===== src/rtl/am_pwm_modulator_pkg.sv =====
// Shared definitions for the AM/PWM modulator: default parameters, counter
// sizing helper, mid-scale duty and the sample-boundary duty source.
package am_pwm_modulator_pkg;

  localparam int unsigned DEF_SAMPLE_BITS        = 8;
  localparam int unsigned DEF_CLKS_PER_STEP      = 1;
  localparam int unsigned DEF_PERIODS_PER_SAMPLE = 63;

  // Width of a counter spanning 0..n-1, never narrower than one bit.
  function automatic int unsigned cnt_width(input int unsigned n);
    return (n <= 1) ? 1 : $clog2(n);
  endfunction

  function automatic logic [31:0] midscale(input int unsigned w);
    return 32'(1) << (w - 1);
  endfunction

  // Where the duty register is loaded from at a sample boundary.
  typedef enum logic [1:0] {
    BND_NONE  = 2'd0,
    BND_NEXT  = 2'd1,
    BND_FWD   = 2'd2,
    BND_UNDER = 2'd3
  } bnd_src_e;

endpackage


===== src/rtl/am_pwm_modulator_pwm_timebase.sv =====
// PWM timebase: step prescaler, step counter within a PWM period and
// period counter within a sample. Frozen whenever enable_i is low.
module am_pwm_modulator_pwm_timebase
  import am_pwm_modulator_pkg::*;
#(
  parameter int unsigned SAMPLE_BITS        = DEF_SAMPLE_BITS,
  parameter int unsigned CLKS_PER_STEP      = DEF_CLKS_PER_STEP,
  parameter int unsigned PERIODS_PER_SAMPLE = DEF_PERIODS_PER_SAMPLE
) (
  input  logic                   clk,
  input  logic                   rst,
  input  logic                   enable_i,
  output logic [SAMPLE_BITS-1:0] step_cnt_o,
  output logic                   tc_pwm_step_o,
  output logic                   tc_pwm_symb_o
);

  localparam int unsigned PRE_W = cnt_width(CLKS_PER_STEP);
  localparam int unsigned PER_W = cnt_width(PERIODS_PER_SAMPLE);

  localparam logic [PRE_W-1:0]       PRE_MAX  = PRE_W'(CLKS_PER_STEP - 1);
  localparam logic [SAMPLE_BITS-1:0] STEP_MAX = SAMPLE_BITS'((2 ** SAMPLE_BITS) - 2);
  localparam logic [PER_W-1:0]       PER_MAX  = PER_W'(PERIODS_PER_SAMPLE - 1);

  logic [PRE_W-1:0]       presc_q, presc_d;
  logic [SAMPLE_BITS-1:0] step_q, step_d;
  logic [PER_W-1:0]       per_q, per_d;

  logic step_tick;
  logic step_wrap;

  assign step_tick = enable_i & (presc_q == PRE_MAX);
  assign step_wrap = step_tick & (step_q == STEP_MAX);

  always_comb begin
    presc_d = presc_q;
    step_d  = step_q;
    per_d   = per_q;
    if (enable_i) begin
      presc_d = step_tick ? '0 : presc_q + 1'b1;
    end
    if (step_tick) begin
      step_d = step_wrap ? '0 : step_q + 1'b1;
    end
    if (step_wrap) begin
      per_d = (per_q == PER_MAX) ? '0 : per_q + 1'b1;
    end
  end

  always_ff @(posedge clk) begin
    if (rst) begin
      presc_q <= '0;
      step_q  <= '0;
      per_q   <= '0;
    end else begin
      presc_q <= presc_d;
      step_q  <= step_d;
      per_q   <= per_d;
    end
  end

  assign step_cnt_o    = step_q;
  assign tc_pwm_step_o = step_wrap;
  assign tc_pwm_symb_o = step_wrap & (per_q == PER_MAX);

endmodule


===== src/rtl/am_pwm_modulator.sv =====
// AM/PWM modulation stage: one-deep sample prefetch from the FIFO, duty hold
// for a fixed number of PWM periods, mid-scale fallback on underrun.
module am_pwm_modulator
  import am_pwm_modulator_pkg::*;
#(
  parameter int unsigned SAMPLE_BITS        = DEF_SAMPLE_BITS,
  parameter int unsigned CLKS_PER_STEP      = DEF_CLKS_PER_STEP,
  parameter int unsigned PERIODS_PER_SAMPLE = DEF_PERIODS_PER_SAMPLE
) (
  input  logic                   clk,
  input  logic                   rst,
  input  logic                   enable,
  input  logic [SAMPLE_BITS-1:0] sample,
  input  logic                   empty,
  output logic                   read,
  output logic                   pwm,
  output logic                   underrun,
  output logic                   tc_pwm_step,
  output logic                   tc_pwm_symb
);

  localparam logic [SAMPLE_BITS-1:0] MIDSCALE = SAMPLE_BITS'(midscale(SAMPLE_BITS));

  logic [SAMPLE_BITS-1:0] step_cnt;
  logic                   tc_step;
  logic                   tc_symb;

  logic [SAMPLE_BITS-1:0] duty_q, duty_d;
  logic [SAMPLE_BITS-1:0] next_duty_q, next_duty_d;
  logic                   next_valid_q, next_valid_d;
  logic                   rd_pending_q, rd_pending_d;
  logic                   pwm_q, pwm_d;

  logic     read_req;
  logic     capture;
  bnd_src_e bnd_src;

  am_pwm_modulator_pwm_timebase #(
    .SAMPLE_BITS        (SAMPLE_BITS),
    .CLKS_PER_STEP      (CLKS_PER_STEP),
    .PERIODS_PER_SAMPLE (PERIODS_PER_SAMPLE)
  ) u_timebase (
    .clk           (clk),
    .rst           (rst),
    .enable_i      (enable),
    .step_cnt_o    (step_cnt),
    .tc_pwm_step_o (tc_step),
    .tc_pwm_symb_o (tc_symb)
  );

  // rst gates the strobe so the FIFO sees no read while both are held in reset.
  assign read_req = enable & ~rst & ~next_valid_q & ~rd_pending_q & ~empty;
  assign capture  = rd_pending_q;

  always_comb begin
    bnd_src = BND_NONE;
    if (tc_symb) begin
      if (next_valid_q) begin
        bnd_src = BND_NEXT;
      end else if (capture) begin
        bnd_src = BND_FWD;
      end else begin
        bnd_src = BND_UNDER;
      end
    end
  end

  always_comb begin
    duty_d       = duty_q;
    next_duty_d  = next_duty_q;
    next_valid_d = next_valid_q;
    rd_pending_d = read_req;
    pwm_d        = enable & (step_cnt < duty_q);

    // Capture is independent of enable so an in-flight read never loses data.
    if (capture) begin
      next_duty_d  = sample;
      next_valid_d = 1'b1;
    end

    // A capture landing on the boundary goes straight to duty, bypassing the prefetch slot.
    unique case (bnd_src)
      BND_NEXT: begin
        duty_d       = next_duty_q;
        next_valid_d = 1'b0;
      end
      BND_FWD: begin
        duty_d       = sample;
        next_valid_d = 1'b0;
      end
      BND_UNDER: begin
        duty_d = MIDSCALE;
      end
      default: ;
    endcase
  end

  always_ff @(posedge clk) begin
    if (rst) begin
      duty_q       <= MIDSCALE;
      next_duty_q  <= '0;
      next_valid_q <= 1'b0;
      rd_pending_q <= 1'b0;
      pwm_q        <= 1'b0;
    end else begin
      duty_q       <= duty_d;
      next_duty_q  <= next_duty_d;
      next_valid_q <= next_valid_d;
      rd_pending_q <= rd_pending_d;
      pwm_q        <= pwm_d;
    end
  end

  assign read        = read_req;
  assign pwm         = pwm_q;
  assign underrun    = (bnd_src == BND_UNDER);
  assign tc_pwm_step = tc_step;
  assign tc_pwm_symb = tc_symb;

endmodule


===== config.mk =====
export PLATFORM = sky130hd
export DESIGN_NAME = am_pwm_modulator
export DESIGN_NICKNAME = d
export VERILOG_FILES = /design/src/rtl/am_pwm_modulator_pkg.sv /design/src/rtl/am_pwm_modulator_pwm_timebase.sv /design/src/rtl/am_pwm_modulator.sv
export SDC_FILE = /design/constraint.sdc
export NUM_CORES = 1
export LEC_CHECK = 0
export ABC_AREA = 1
export CELL_PAD_IN_SITES_DETAIL_PLACEMENT = 1
export CELL_PAD_IN_SITES_GLOBAL_PLACEMENT = 1
export CORE_ASPECT_RATIO = 1.75
export CORE_UTILIZATION = 40
export CTS_BUF_LIST = sky130_fd_sc_hd__clkbuf_16
export CTS_CLUSTER_DIAMETER = 80
export CTS_CLUSTER_SIZE = 25
export DETAILED_ROUTE_END_ITERATION = 16
export HOLD_SLACK_MARGIN = 0.12
export PLACE_DENSITY = 0.81
export SLEW_MARGIN = 10
export SYNTH_ARGS = -nofsm -noshare
export SYNTH_HDL_FRONTEND = slang
export SYNTH_SLANG_ARGS = --single-unit

===== constraint.sdc =====
create_clock -name clk -period 3.96 [get_ports clk]
set_input_delay 0.396 -clock clk [delete_from_list [all_inputs] [get_ports clk]]
set_output_delay 0.396 -clock clk [all_outputs]
set_load 0.005 [all_outputs]

# Yosys cells after proc, flatten, opt, wreduce, memory -nomap -nowiden
# Index checks and enable logic that the tools add are counted.
# totals
ff_bits	34
inputBits	12
# classes
add_sub_neg	3
magnitude_cmp	1
eq_ne	5
muxes	7
bitwise_logic	13
n_reduce_logical	2
# ops
cell	count
8-bit one-hot mux with 3 select lines	1
8-bit by 1-bit adder with 8-bit output (second input constant)	1
1-bit bitwise AND	8
8-bit == test (second input constant)	1
8-bit less-than comparator	1
8-bit two-way mux	1
6-bit by 1-bit adder with 6-bit output (second input constant)	1
6-bit == test (second input constant)	1
6-bit two-way mux	1
1-bit inverter	5
2-bit == test (second input constant)	2
2-bit two-way mux	2
3-bit nonzero test	1
3-bit OR reduction	1
2-bit by 1-bit == test with 1-bit output (second input constant)	1
1-bit two-way mux	2
1-bit adder (second input constant)	1

# Logic depth before layout (Yosys ltp)
# Gate-level depths: netlist of the first run.
# depth
depth_word	7
mapped_depth	9
depth_no_buf	9

# Modules after synthesis
# From an unflattened synthesis of the first run, not the netlist that was laid out.
# hier_totals
cells_unflattened	257
hier_area_um2	1826.8
# modules_own_cells
mod	n_inst	cells_per_inst	area_each_um2
am_pwm_modulator_pwm_timebase	1	132	918.4
am_pwm_modulator	1	125	908.4

# Worst setup path before layout of the first run
# No wires, ideal clock.
# synth_timing
path_kind	register -> output
startpoint	register u_timebase.step_q[0], in the netlist u_timebase.step_cnt_o[0]
endpoint	output port underrun
arrival_time_ns	1.104
slack_ns	2.460
stages_incl_launch_ff	7
cell_sequence	dfxtp_1 inv_1 ha_1 nand2_1 nor2_8 nand2_4 nor2_1
# synth_between
elab_chain_len	5
# synth_lines
element	line_no	text
from (decl)	am_pwm_modulator_pwm_timebase.sv:26	logic [SAMPLE_BITS-1:0] step_q, step_d;
from (signal assigned)	am_pwm_modulator_pwm_timebase.sv:57	step_q <= step_d;
8-bit == test	am_pwm_modulator_pwm_timebase.sv:33	assign step_wrap = step_tick & (step_q == STEP_MAX);
1-bit bitwise AND	am_pwm_modulator_pwm_timebase.sv:33	
named net tc_pwm_step	am_pwm_modulator.sv:18	output logic tc_pwm_step,
1-bit bitwise AND	am_pwm_modulator_pwm_timebase.sv:64	assign tc_pwm_symb_o = step_wrap & (per_q == PER_MAX);
2-bit two-way mux	am_pwm_modulator.sv:57	if (tc_symb) begin
2-bit == test	am_pwm_modulator.sv:116	assign underrun = (bnd_src == BND_UNDER);
to (decl)	am_pwm_modulator.sv:17	output logic underrun,
# The timed path passes the listed nets, and every way through them passes these cells.

# Worst setup path after layout of the first run
# layout_timing
startpoint	input port enable
endpoint	output port tc_pwm_symb
# layout_between
elab_chain_len	3
# layout_lines
element	line_no	text
from (decl)	am_pwm_modulator.sv:12	input logic enable,
1-bit bitwise AND	am_pwm_modulator_pwm_timebase.sv:32	assign step_tick = enable_i & (presc_q == PRE_MAX);
1-bit bitwise AND	am_pwm_modulator_pwm_timebase.sv:33	
1-bit bitwise AND	am_pwm_modulator_pwm_timebase.sv:64	
to (decl)	am_pwm_modulator.sv:19	output logic tc_pwm_symb
# Every way passes these cells.

==> reports/summary.log, run 1 <==
INFO  worst_setup_path worstPathCellList=clkdlybuf4s50_1 -> inv_2 -> nor2_4 -> nand4_4 -> nor2_4 -> clkdlybuf4s50_1
INFO  die            die-height=90.2um
INFO  power_and_ir_drop static-leakage-power=0.000886uW
INFO  grt            first_global_vias=1641
INFO  yosys          yosys_warning_count=0
INFO  grt            antenna_found_initial=0
INFO  route          postRouteAntennaNets=0
INFO  yosys          netlist-cell-type-count=27
INFO  die            die_outline_width=52.4um
INFO  die            design.die.area=4730um2
INFO  sta            finalSetupViolations=0
INFO  yosys          synthesized_nets=271
INFO  worst_setup_path crit_path_max_incr_delay=0.55ns
INFO  sta            fin_crit=2.57ns
INFO  sta            tightestPinTransition=0.475ns
INFO  route          detail_route.wl_per_cell=13.4um
INFO  power_and_ir_drop switchingPower=169uW
INFO  layout         finish.cell_count_without_fillers=315
INFO  route          remaining_drc_errors=0
INFO  grt            groute.usage.overall=0.204
INFO  die            rows=31
INFO  worst_setup_path setup.worst_path.end_class=primary output
INFO  yosys          synthesis.instances=248
INFO  worst_setup_path worst_path_dominant_cell_family=buffers and inverters
INFO  status         status=finished, final reports clean
INFO  placement      place_congestion=0.831
INFO  worst_setup_path worstSetupStartpointType=primary input
INFO  worst_setup_path critical_path_data_required_time=3.56ns
INFO  layout         layout.cells.most_common=nand2_1
INFO  layout         num_antenna_cells=0
INFO  sta            unrepaired_setup_endpoints_after_global_routing=no
INFO  power_and_ir_drop power_frac_clock=0.518
INFO  sta            relative_max_transition_margin=0.683
INFO  power_and_ir_drop sequentialPowerShare=0.428
INFO  clocking       cts_tree=yes
INFO  power_and_ir_drop switching_share=0.204
INFO  worst_setup_path cp_class=in2out
INFO  yosys          synthesis.area=1780um2
INFO  layout         syn2layout_area_growth=20.0%
INFO  clocking       htree_num_levels=2
INFO  route          routed-via-count=1594
INFO  layout         finalNetCount=288
INFO  grt            global_route_total_overflow=0
INFO  die            coreArea=4190um2
INFO  sta            finalMaxSlewViolations=0
INFO  clocking       hold_buffers=0
INFO  route          postRouteWirelength=4210um
INFO  clocking       clkLatencyLatePin=0.28ns
INFO  grt            grt_start_max_net_pins=20
INFO  clocking       cts_made_buffers=5
INFO  die            io_pins=17
INFO  sta            finClkSkew=0.00534ns
INFO  power_and_ir_drop power.density=389nW/um2
INFO  power_and_ir_drop cellInternalPower=661uW
INFO  sta            timing.setup.tns=0ns
INFO  sta            final_hold_viol_count=0
INFO  clocking       cts.repair.resized=0
INFO  placement      placement.io_buffers=16
INFO  clocking       clk_root_buffer_cell=clkbuf_16
INFO  clocking       cts_buffer_depth=2
INFO  route          drt-pass1-iter-count=4
INFO  die            initial_core_utilization=0.425
INFO  yosys          synth-seq-area-share=0.383
INFO  grt            grt_pass1_wl=7160um
INFO  yosys          ys_ff_latch=34
INFO  placement      placed_cells=307
INFO  sta            layout_worst_path_cycle_share=0.648
INFO  run            maxCapViolations=0
INFO  yosys          avgSynthCellArea=7.17um2
INFO  route          post_drt_via_cell_ratio=5.06
INFO  hold_path      min_path_type=reg2reg
INFO  layout         layout-drive-gt1-share=0.0827
INFO  power_and_ir_drop pwr-share-comb=0.054
INFO  worst_setup_path bufs_and_invs_on_worst_path=3
INFO  placement      detailedPlacementHpwl=3300um
INFO  power_and_ir_drop vdd_drop_max=0.340mV
INFO  route          detail_route.iter0.violations=31
INFO  clocking       cts_post_setup_buffers_inserted=0
INFO  layout         commonest_cells_after_routing_fill_and_taps_aside=nand2_1 (61), nor2_1 (36), dfxtp_1 (34)
INFO  worst_setup_path critPathMaxFanout=11
INFO  sta            max_clk_rate=389MHz
INFO  clocking       cts.sinks=34
INFO  clocking       cts.clk_slew.worst_paths=0.05ns
INFO  worst_setup_path critical-path-slowest-cell=clkdlybuf4s50_1
INFO  worst_setup_path arrival_worst_endpoint=2.17ns
worst reg2reg max path, delay by kind of cell, from the launching register on:
family          cells  cell delay, ns
fa+ha+maj           1            0.26
buf+inv             1            0.12
flops               1            0.34
compound gates      1            0.21
simple gates        4            0.53
metal layers:
metal / vias up / part of all wire / routed length (um) / global-route usage
met5: - / 0 / 0 / 0
met4: 0 / 0.024 / 102 / 0.0833
met3: 9 / 0.020 / 86 / 0.0525
met2: 19 / 0.58 / 2440 / 0.386
met1: 736 / 0.37 / 1570 / 0.191
li1: 830 / - / - / -
Yosys cell counts (all sizes together):
| cell type | instances | area (um2) |
|---|---|---|
| a21oi | 16 | 80.1 |
| buf | 2 | 16.3 |
| clkbuf | 5 | 18.8 |
| dfxtp | 34 | 681 |
| ha | 11 | 138 |
| inv | 27 | 101 |
| nand2 | 66 | 265 |
| nand3 | 14 | 70.1 |
| nand4 | 4 | 40.0 |
| nor2 | 42 | 206 |
| nor3 | 2 | 10.0 |
| nor3b | 3 | 27.5 |
| nor4 | 2 | 12.5 |
| o21a | 1 | 7.51 |
| o21ai | 16 | 80.1 |
| o21bai | 1 | 7.51 |
| xnor2 | 1 | 8.76 |
| xor2 | 1 | 8.76 |
cells by family (layout without fill, tap and decap cells):
group           Yosys count  in the layout  synth area share
buf+inv                  34             52            0.0767
flops                    34             34             0.383
simple gates            133            133             0.355
xor+xnor                  2              2           0.00985
fa+ha+maj                11             11            0.0774
compound gates           34             34            0.0985
layout make-up:
type | count | area, um2
fillers | 542 | 2050
multi-input cells | 180 | 962
flip-flops and latches | 34 | 681
repair buffers | 17 | 168
clock buffers | 5 | 125
inverters | 27 | 101
well taps | 49 | 61.3
clock inverters | 3 | 37.5
power groups by stage:
stage / clock network [uW] / logic (uW) / registers [uW]
3_5_place_dp: 0 / 44.8 / 362
4_1_cts: 437 / 45.6 / 355
5_1_grt: 451 / 50.4 / 356
6_report: 430 / 44.7 / 355
3_3_place_gp: 0 / 44.0 / 362
2_1_floorplan: 0 / 27.3 / 359
per-stage QoR:
step                      total power [uW]   util  setup slack, ns  hold WS (ns)  area [um2]
after floorplan                        386      -             2.46         0.441        1780
after global routing                   858  0.510             1.28         0.484        2140
after global placement                 406  0.471             1.42         0.451        1970
final                                  830  0.510             1.39         0.463        2140
after detailed placement               407  0.471             1.35         0.455        1970
after CTS                              838  0.510             1.37         0.463        2140
registers in the layout (all words and copies together) (netlist names):
register,flops
u_timebase.presc_q,1
duty_q,8
next_valid_q,1
next_duty_q,8
pwm,1
u_timebase.step_cnt_o,8
u_timebase.per_q,6
capture,1
final timing paths:
path	cells past startpoint	slack (ns)	endpoint	startpoint
min reg2reg	2	0.46	next_duty_q[3]$_SDFFE_PP0P_	next_duty_q[3]$_SDFFE_PP0P_
max reg2reg	7	2.38	duty_q[4]$_SDFFE_PP0P_	u_timebase.step_cnt_o[0]$_SDFFE_PP0P_
min	2	0.46	next_duty_q[3]$_SDFFE_PP0P_	next_duty_q[3]$_SDFFE_PP0P_
max	6	1.39	tc_pwm_symb	enable
Note: power is estimated with default switching activity, not from simulation.
==> inputs of run 2 (changes only) <==
--- a/config.mk
+++ b/config.mk
@@ -9,13 +9,13 @@
 export CELL_PAD_IN_SITES_DETAIL_PLACEMENT = 1
 export CELL_PAD_IN_SITES_GLOBAL_PLACEMENT = 1
 export CORE_ASPECT_RATIO = 1.75
-export CORE_UTILIZATION = 40
+export CORE_UTILIZATION = 37
 export CTS_BUF_LIST = sky130_fd_sc_hd__clkbuf_16
 export CTS_CLUSTER_DIAMETER = 80
 export CTS_CLUSTER_SIZE = 25
 export DETAILED_ROUTE_END_ITERATION = 16
 export HOLD_SLACK_MARGIN = 0.12
-export PLACE_DENSITY = 0.81
+export PLACE_DENSITY = 0.79
 export SLEW_MARGIN = 10
 export SYNTH_ARGS = -nofsm -noshare
 export SYNTH_HDL_FRONTEND = slang
==> constraint.sdc (replaced) <==
create_clock -name clk -period 2.12 [get_ports clk]
set_input_delay 0.212 -clock clk [delete_from_list [all_inputs] [get_ports clk]]
set_output_delay 0.212 -clock clk [all_outputs]
set_load 0.005 [all_outputs]
==> run 2 against run 1 <==
Sequential power increased by 87%. First-iteration DRC count decreased by 65%. Largest power group unchanged. Clock skew increased by 0.00062 ns. Combinational power increased by 98%. Flip-flop and latch count unchanged. Critical path type is now reg2out. Non-clock buffer count increased by 8. Clock power increased by 61%.
==> reports/summary.log, run 2 (synthesized netlist as in run 1, its figures left out) <==
INFO  status         status=finished, final reports clean
INFO  clocking       clk_root_buffer_cell=clkbuf_16
INFO  route          drt-pass1-iter-count=2 [-2]
INFO  worst_setup_path arrival_worst_endpoint=1.82ns [-0.35 ns]
INFO  sta            relative_max_transition_margin=0.670 [-0.0123]
INFO  sta            final_hold_viol_count=0 [unchanged]
INFO  clocking       cts_made_buffers=5 [unchanged]
INFO  power_and_ir_drop static-leakage-power=0.000935uW [+5.5%]
INFO  clocking       cts_tree=yes
INFO  clocking       cts_buffer_depth=2 [unchanged]
INFO  sta            tightestPinTransition=0.494ns [+0.0184 ns]
INFO  die            rows=33 [+6.5%]
INFO  clocking       cts.sinks=34 [unchanged]
INFO  sta            finalSetupViolations=0 [unchanged]
INFO  grt            grt_start_max_net_pins=19 [-5.0%]
INFO  placement      place_congestion=0.805 [-3.2%]
INFO  layout         num_antenna_cells=0 [unchanged]
INFO  sta            finClkSkew=0.00596ns [+0.000618 ns]
INFO  power_and_ir_drop totalPowerFinal=1450uW [+74%]
INFO  worst_setup_path critPathMaxFanout=6 [-5]
INFO  clocking       cts.clk_slew.worst_paths=0.05ns [about the same]
INFO  layout         layout.cells.most_common=nand2_1
INFO  clocking       hold_buffers=0 [unchanged]
INFO  grt            global_route_total_overflow=0 [unchanged]
INFO  die            coreArea=4670um2 [+11%]
INFO  layout         finish.cell_count_without_fillers=326 [+3.5%]
INFO  worst_setup_path crit-reg2reg-launch=u_timebase.step_cnt_o[0]$_SDFFE_PP0P_
INFO  layout         commonest_cells_after_routing_fill_and_taps_aside=nand2_1 (60), nor2_1 (36), dfxtp_1 (30)
INFO  route          remaining_drc_errors=0 [unchanged]
INFO  route          postRouteWirelength=4290um [+1.9%]
INFO  sta            layout_worst_path_cycle_share=0.959
INFO  power_and_ir_drop vdd_drop_max=0.536mV [+58%]
INFO  power_and_ir_drop power.density=657nW/um2 [+69%]
INFO  grt            groute.usage.overall=0.202 [-0.00193]
INFO  sta            fin_crit=2.03ns
INFO  route          post_drt_via_cell_ratio=5.03 [-0.53%]
INFO  layout         syn2layout_area_growth=23.7%
INFO  hold_path      min_path_type=in2reg
INFO  grt            first_global_vias=1703 [+3.8%]
INFO  die            design.die.area=5100um2 [+7.9%]
INFO  layout         filler_cell_count=607 [+12%]
INFO  worst_setup_path critical_path_data_required_time=1.91ns [-1.65 ns]
INFO  placement      placement.io_buffers=16 [unchanged]
INFO  placement      placed_cells=317 [+3.3%]
INFO  grt            grt_pass1_wl=7440um [+4.0%]
INFO  sta            finalMaxSlewViolations=0 [unchanged]
INFO  layout         final_core_util=0.472 [-0.0381]
INFO  worst_setup_path setup.worst_path.end_class=primary output
INFO  sta            max_clk_rate=492MHz
INFO  die            die_outline_width=54.4um [+3.8%]
INFO  route          detail_route.iter0.violations=11 [-65%]
INFO  clocking       htree_num_levels=2 [unchanged]
INFO  die            die-height=93.7um [+3.9%]
INFO  sta            unrepaired_setup_endpoints_after_global_routing=no
INFO  placement      detailedPlacementHpwl=3280um [-0.72%]
INFO  layout         layout-drive-gt1-share=0.135 [+0.0523]
INFO  run            maxCapViolations=0 [unchanged]
INFO  worst_setup_path cp_class=reg2out
INFO  worst_setup_path worst-r2r-setup-slack=0.56ns [-1.82 ns]
INFO  route          routed-via-count=1641 [+2.9%]
INFO  worst_setup_path worstSetupStartpointType=flop
INFO  hold_path      holdCritStartpoint=enable
INFO  clocking       clkLatencyLatePin=0.28ns [about the same]
INFO  route          detail_route.wl_per_cell=13.2um [-1.5%]
INFO  grt            antenna_found_initial=0 [unchanged]
INFO  layout         finalNetCount=296 [+2.8%]
INFO  route          postRouteAntennaNets=0 [unchanged]
INFO  die            io_pins=17 [unchanged]
INFO  worst_setup_path cp-startpoint=u_timebase.per_q[0]$_SDFFE_PP0N_
INFO  die            initial_core_utilization=0.381 [-0.0434]
## run 2: cell count changes in the layout (fill, tap and decap cells not counted), moves of 2 or more
cell,delta
dfxtp_2,+4
dfxtp_1,-4
buf_4,+8
clkdlybuf4s50_1,-2
## run 2: per-stage QoR
step | setup TNS [ns] | hold slack [ns] | setup WS (ns) | area [um2]
after CTS | 0 | 0.431 | 0.00229 | 2180
final | 0 | 0.417 | 0.0872 | 2200
after floorplan | 0 | 0.289 | 0.804 | 1780
after global placement | 0 | 0.448 | 0.0110 | 2030
after detailed placement | -0.0113 | 0.454 | -0.0106 | 2030
after global routing | 0 | 0.437 | 0.00285 | 2200
## run 2: path summary, 6_finish.rpt
path                                                    endpoint  depth (start not counted)
worst max-delay path                                 tc_pwm_symb                          7
worst min-delay path             u_timebase.presc_q$_SDFFE_PP0P_                          2
worst max register to register  u_timebase.per_q[5]$_SDFFE_PP0N_                          9
worst min register to register       next_duty_q[5]$_SDFFE_PP0P_                          2
## run 2: timing repair
item	in CTS	in global routing
buffers inserted	1	0
pin swaps	2	1
cloned	0	0
resized for setup	5	5
endpoints found under the setup margin	3	3
## run 2: worst max-delay path: stages, from the launching register on
cell and delay, ns:
dfxtp_2 0.35, inv_1 0.09, ha_1 0.17, nand3_2 0.10
nor2_4 0.12, inv_2 0.08, nor2_4 0.12, clkdlybuf4s50_1 0.51
## run 2: per-layer routing
metal | vias up | wire (um) | GRT usage
li1 | 844 | - | -
met1 | 775 | 1560 | 0.190
met2 | 14 | 2550 | 0.384
met3 | 8 | 64 | 0.0388
met4 | 0 | 109 | 0.0940
met5 | - | 0 | 0
## run 2: cell type report
class	count	area, um2	share of cell area
repair buffers	25	229	0.104
well taps	52	65.1	0.0296
clock buffers	5	125	0.0569
flip-flops and latches	34	686	0.312
inverters	27	101	0.0460
multi-input cells	180	982	0.446
clock inverters	3	12.5	0.00569
## run 2: power by group
| group | leakage, uW | internal, uW | switching (uW) | total [uW] |
|---|---|---|---|---|
| clock network | 0.0000724 | 424 | 268 | 692 |
| registers | 0.000277 | 651 | 13.8 | 665 |
| logic | 0.000585 | 42.8 | 45.9 | 88.7 |
==> inputs of run 3 (changes only) <==
--- a/config.mk
+++ b/config.mk
@@ -9,13 +9,13 @@
 export CELL_PAD_IN_SITES_DETAIL_PLACEMENT = 1
 export CELL_PAD_IN_SITES_GLOBAL_PLACEMENT = 1
 export CORE_ASPECT_RATIO = 1.75
-export CORE_UTILIZATION = 37
+export CORE_UTILIZATION = 40
 export CTS_BUF_LIST = sky130_fd_sc_hd__clkbuf_16
 export CTS_CLUSTER_DIAMETER = 80
 export CTS_CLUSTER_SIZE = 25
 export DETAILED_ROUTE_END_ITERATION = 16
 export HOLD_SLACK_MARGIN = 0.12
-export PLACE_DENSITY = 0.79
+export PLACE_DENSITY = 0.81
 export SLEW_MARGIN = 10
 export SYNTH_ARGS = -nofsm -noshare
 export SYNTH_HDL_FRONTEND = slang
==> constraint.sdc (replaced) <==
create_clock -name clk -period 2.11 [get_ports clk]
set_input_delay 0.211 -clock clk [delete_from_list [all_inputs] [get_ports clk]]
set_output_delay 0.211 -clock clk [all_outputs]
set_load 0.005 [all_outputs]
==> run 3 against run 2 <==
Critical path depth stayed put. Worst hold slack better by 0.041 ns. Critical endpoint is now underrun. Power is 0.56% higher. Register-to-register slack worse by 0.05 ns.
==> reports/summary.log, run 3 (synthesized netlist as in run 1, its figures left out) <==
INFO  run            maxCapViolations=0 [unchanged]
INFO  placement      placement.io_buffers=16 [unchanged]
INFO  clocking       cts_buffer_depth=2 [unchanged]
INFO  placement      detailedPlacementHpwl=3330um [+1.5%]
INFO  hold_path      min_path_type=reg2reg
INFO  worst_setup_path critical_path_data_required_time=1.90ns [about the same]
INFO  placement      place_ws=0.0734ns [+0.0841 ns]
INFO  worst_setup_path setup.worst_path.end_class=primary output
INFO  grt            groute.usage.overall=0.212 [+0.00998]
INFO  sta            finClkSkew=0.00668ns [+0.000718 ns]
INFO  sta            tightestPinTransition=0.346ns [-0.148 ns]
INFO  grt            antenna_found_initial=0 [unchanged]
INFO  layout         filler_cell_count=550 [-9.4%]
INFO  die            rows=31 [-6.1%]
INFO  sta            layout_worst_path_cycle_share=0.979
INFO  sta            final_critical_path_setup_slack=0.0434ns [-0.0438 ns]
INFO  route          post_drt_via_cell_ratio=5.16 [+2.5%]
INFO  worst_setup_path arrival_worst_endpoint=1.86ns [+0.04 ns]
INFO  sta            fin_crit=2.07ns
INFO  die            design.die.area=4730um2 [-7.3%]
INFO  placement      place_congestion=0.833 [+3.5%]
INFO  sta            final_hold_viol_count=0 [unchanged]
INFO  clocking       cts_tree=yes
INFO  grt            grt_start_max_net_pins=18 [-1]
INFO  clocking       clkLatencyLatePin=0.28ns [about the same]
INFO  layout         commonest_cells_after_routing_fill_and_taps_aside=nand2_1 (59), nor2_1 (36), dfxtp_1 (28)
INFO  layout         syn2layout_area_growth=23.3%
INFO  worst_setup_path cp_class=reg2out
INFO  layout         num_antenna_cells=0 [unchanged]
INFO  route          detail_route.iter0.violations=40 [+29]
INFO  sta            fin_hold_ws=0.458ns [+0.0413 ns]
INFO  grt            global_route_total_overflow=0 [unchanged]
INFO  route          detail_route.wl_per_cell=13.6um [+3.5%]
INFO  route          postRouteAntennaNets=0 [unchanged]
INFO  power_and_ir_drop totalPowerFinal=1450uW [+0.56%]
INFO  sta            timing.setup.tns=0ns [unchanged]
INFO  power_and_ir_drop static-leakage-power=0.000914uW [-2.2%]
INFO  die            initial_core_utilization=0.425 [+0.0434]
INFO  clocking       clk_root_buffer_cell=clkbuf_16
INFO  sta            unrepaired_setup_endpoints_after_global_routing=yes
INFO  worst_setup_path worstSetupStartpointType=flop
INFO  sta            max_clk_rate=484MHz
INFO  route          postRouteWirelength=4400um [+2.6%]
INFO  grt            first_global_vias=1762 [+3.5%]
INFO  status         status=finished, final reports clean
INFO  layout         layout.cells.most_common=nand2_1
INFO  clocking       cts.clk_slew.worst_paths=0.05ns [about the same]
INFO  grt            grt_pass1_wl=7460um [+0.27%]
INFO  die            io_pins=17 [unchanged]
INFO  layout         finalNetCount=296 [unchanged]
INFO  clocking       htree_num_levels=2 [unchanged]
INFO  route          remaining_drc_errors=0 [unchanged]
INFO  route          routed-via-count=1667 [+1.6%]
INFO  worst_setup_path critPathMaxFanout=5 [-1]
INFO  sta            finalMaxSlewViolations=0 [unchanged]
INFO  placement      placed_cells=313 [-1.3%]
INFO  die            die-height=90.2um [-3.7%]
INFO  sta            finalSetupViolations=0 [unchanged]
INFO  die            die_outline_width=52.4um [-3.7%]
INFO  sta            relative_max_transition_margin=0.769 [+0.0988]
INFO  power_and_ir_drop vdd_drop_max=0.494mV [-7.8%]
INFO  route          drt-pass1-iter-count=4 [+2]
INFO  clocking       cts_made_buffers=5 [unchanged]
INFO  layout         layout-drive-gt1-share=0.146 [+0.0109]
INFO  power_and_ir_drop power.density=663nW/um2 [+0.91%]
INFO  clocking       cts.sinks=34 [unchanged]
INFO  die            coreArea=4190um2 [-10%]
INFO  layout         finish.cell_count_without_fillers=323 [-0.92%]
## run 3: critical path, cell delays in order (launching register included)
cell and delay [ns]:
dfxtp_1 0.38, nand2_1 0.16, inv_2 0.13, nand2_2 0.10, nor2_8 0.16, nand2_4 0.06
nor2_1 0.09, clkdlybuf4s50_1 0.51
## run 3: routing by layer
layer,GRT usage,vias to the layer above,routed length [um]
met2,0.409,22,2620
li1,-,845,-
met5,0,-,0
met4,0.0899,0,74
met1,0.198,793,1610
met3,0.0406,7,89
## run 3: final timing paths
kind / startpoint / end / slack, ns / cells past startpoint
max: u_timebase.step_cnt_o[7]$_SDFFE_PP0P_ / underrun / 0.04 / 7
min: next_duty_q[2]$_SDFFE_PP0P_ / next_duty_q[2]$_SDFFE_PP0P_ / 0.46 / 2
max reg2reg: u_timebase.per_q[0]$_SDFFE_PP0N_ / u_timebase.per_q[2]$_SDFFE_PP0N_ / 0.51 / 10
min reg2reg: next_duty_q[2]$_SDFFE_PP0P_ / next_duty_q[2]$_SDFFE_PP0P_ / 0.46 / 2
## run 3: where the power goes
part           internal, uW  switching, uW  total [uW]
logic                  43.9           47.0        90.8
registers               654           13.8         668
clock network           425            270         695
## run 3: what timing repair did
item                                   in CTS  in global routing
pin swaps                                   3                  1
cloned                                      0                  0
endpoints found under the hold margin       0                  0
gates resized for setup                     7                  6
setup endpoints to repair                   2                  2
buffers inserted                            0                  2
hold buffers                                0                  0
## run 3: final cells by class
class                      count  area, um2  share of cell area
inverter                      27        101              0.0462
multi-input combinational    180        980               0.447
clock inverter                 3       11.3             0.00513
tap                           49       61.3              0.0280
timing repair buffer          25        226               0.103
clock buffer                   5        125              0.0570
sequential                    34        688               0.314
## run 3: stage by stage
step / utilization / cell area [um2]
after global routing: 0.524 / 2190
after floorplan: - / 1780
final: 0.524 / 2190
after global placement: 0.482 / 2020
after CTS: 0.516 / 2160
after detailed placement: 0.482 / 2020
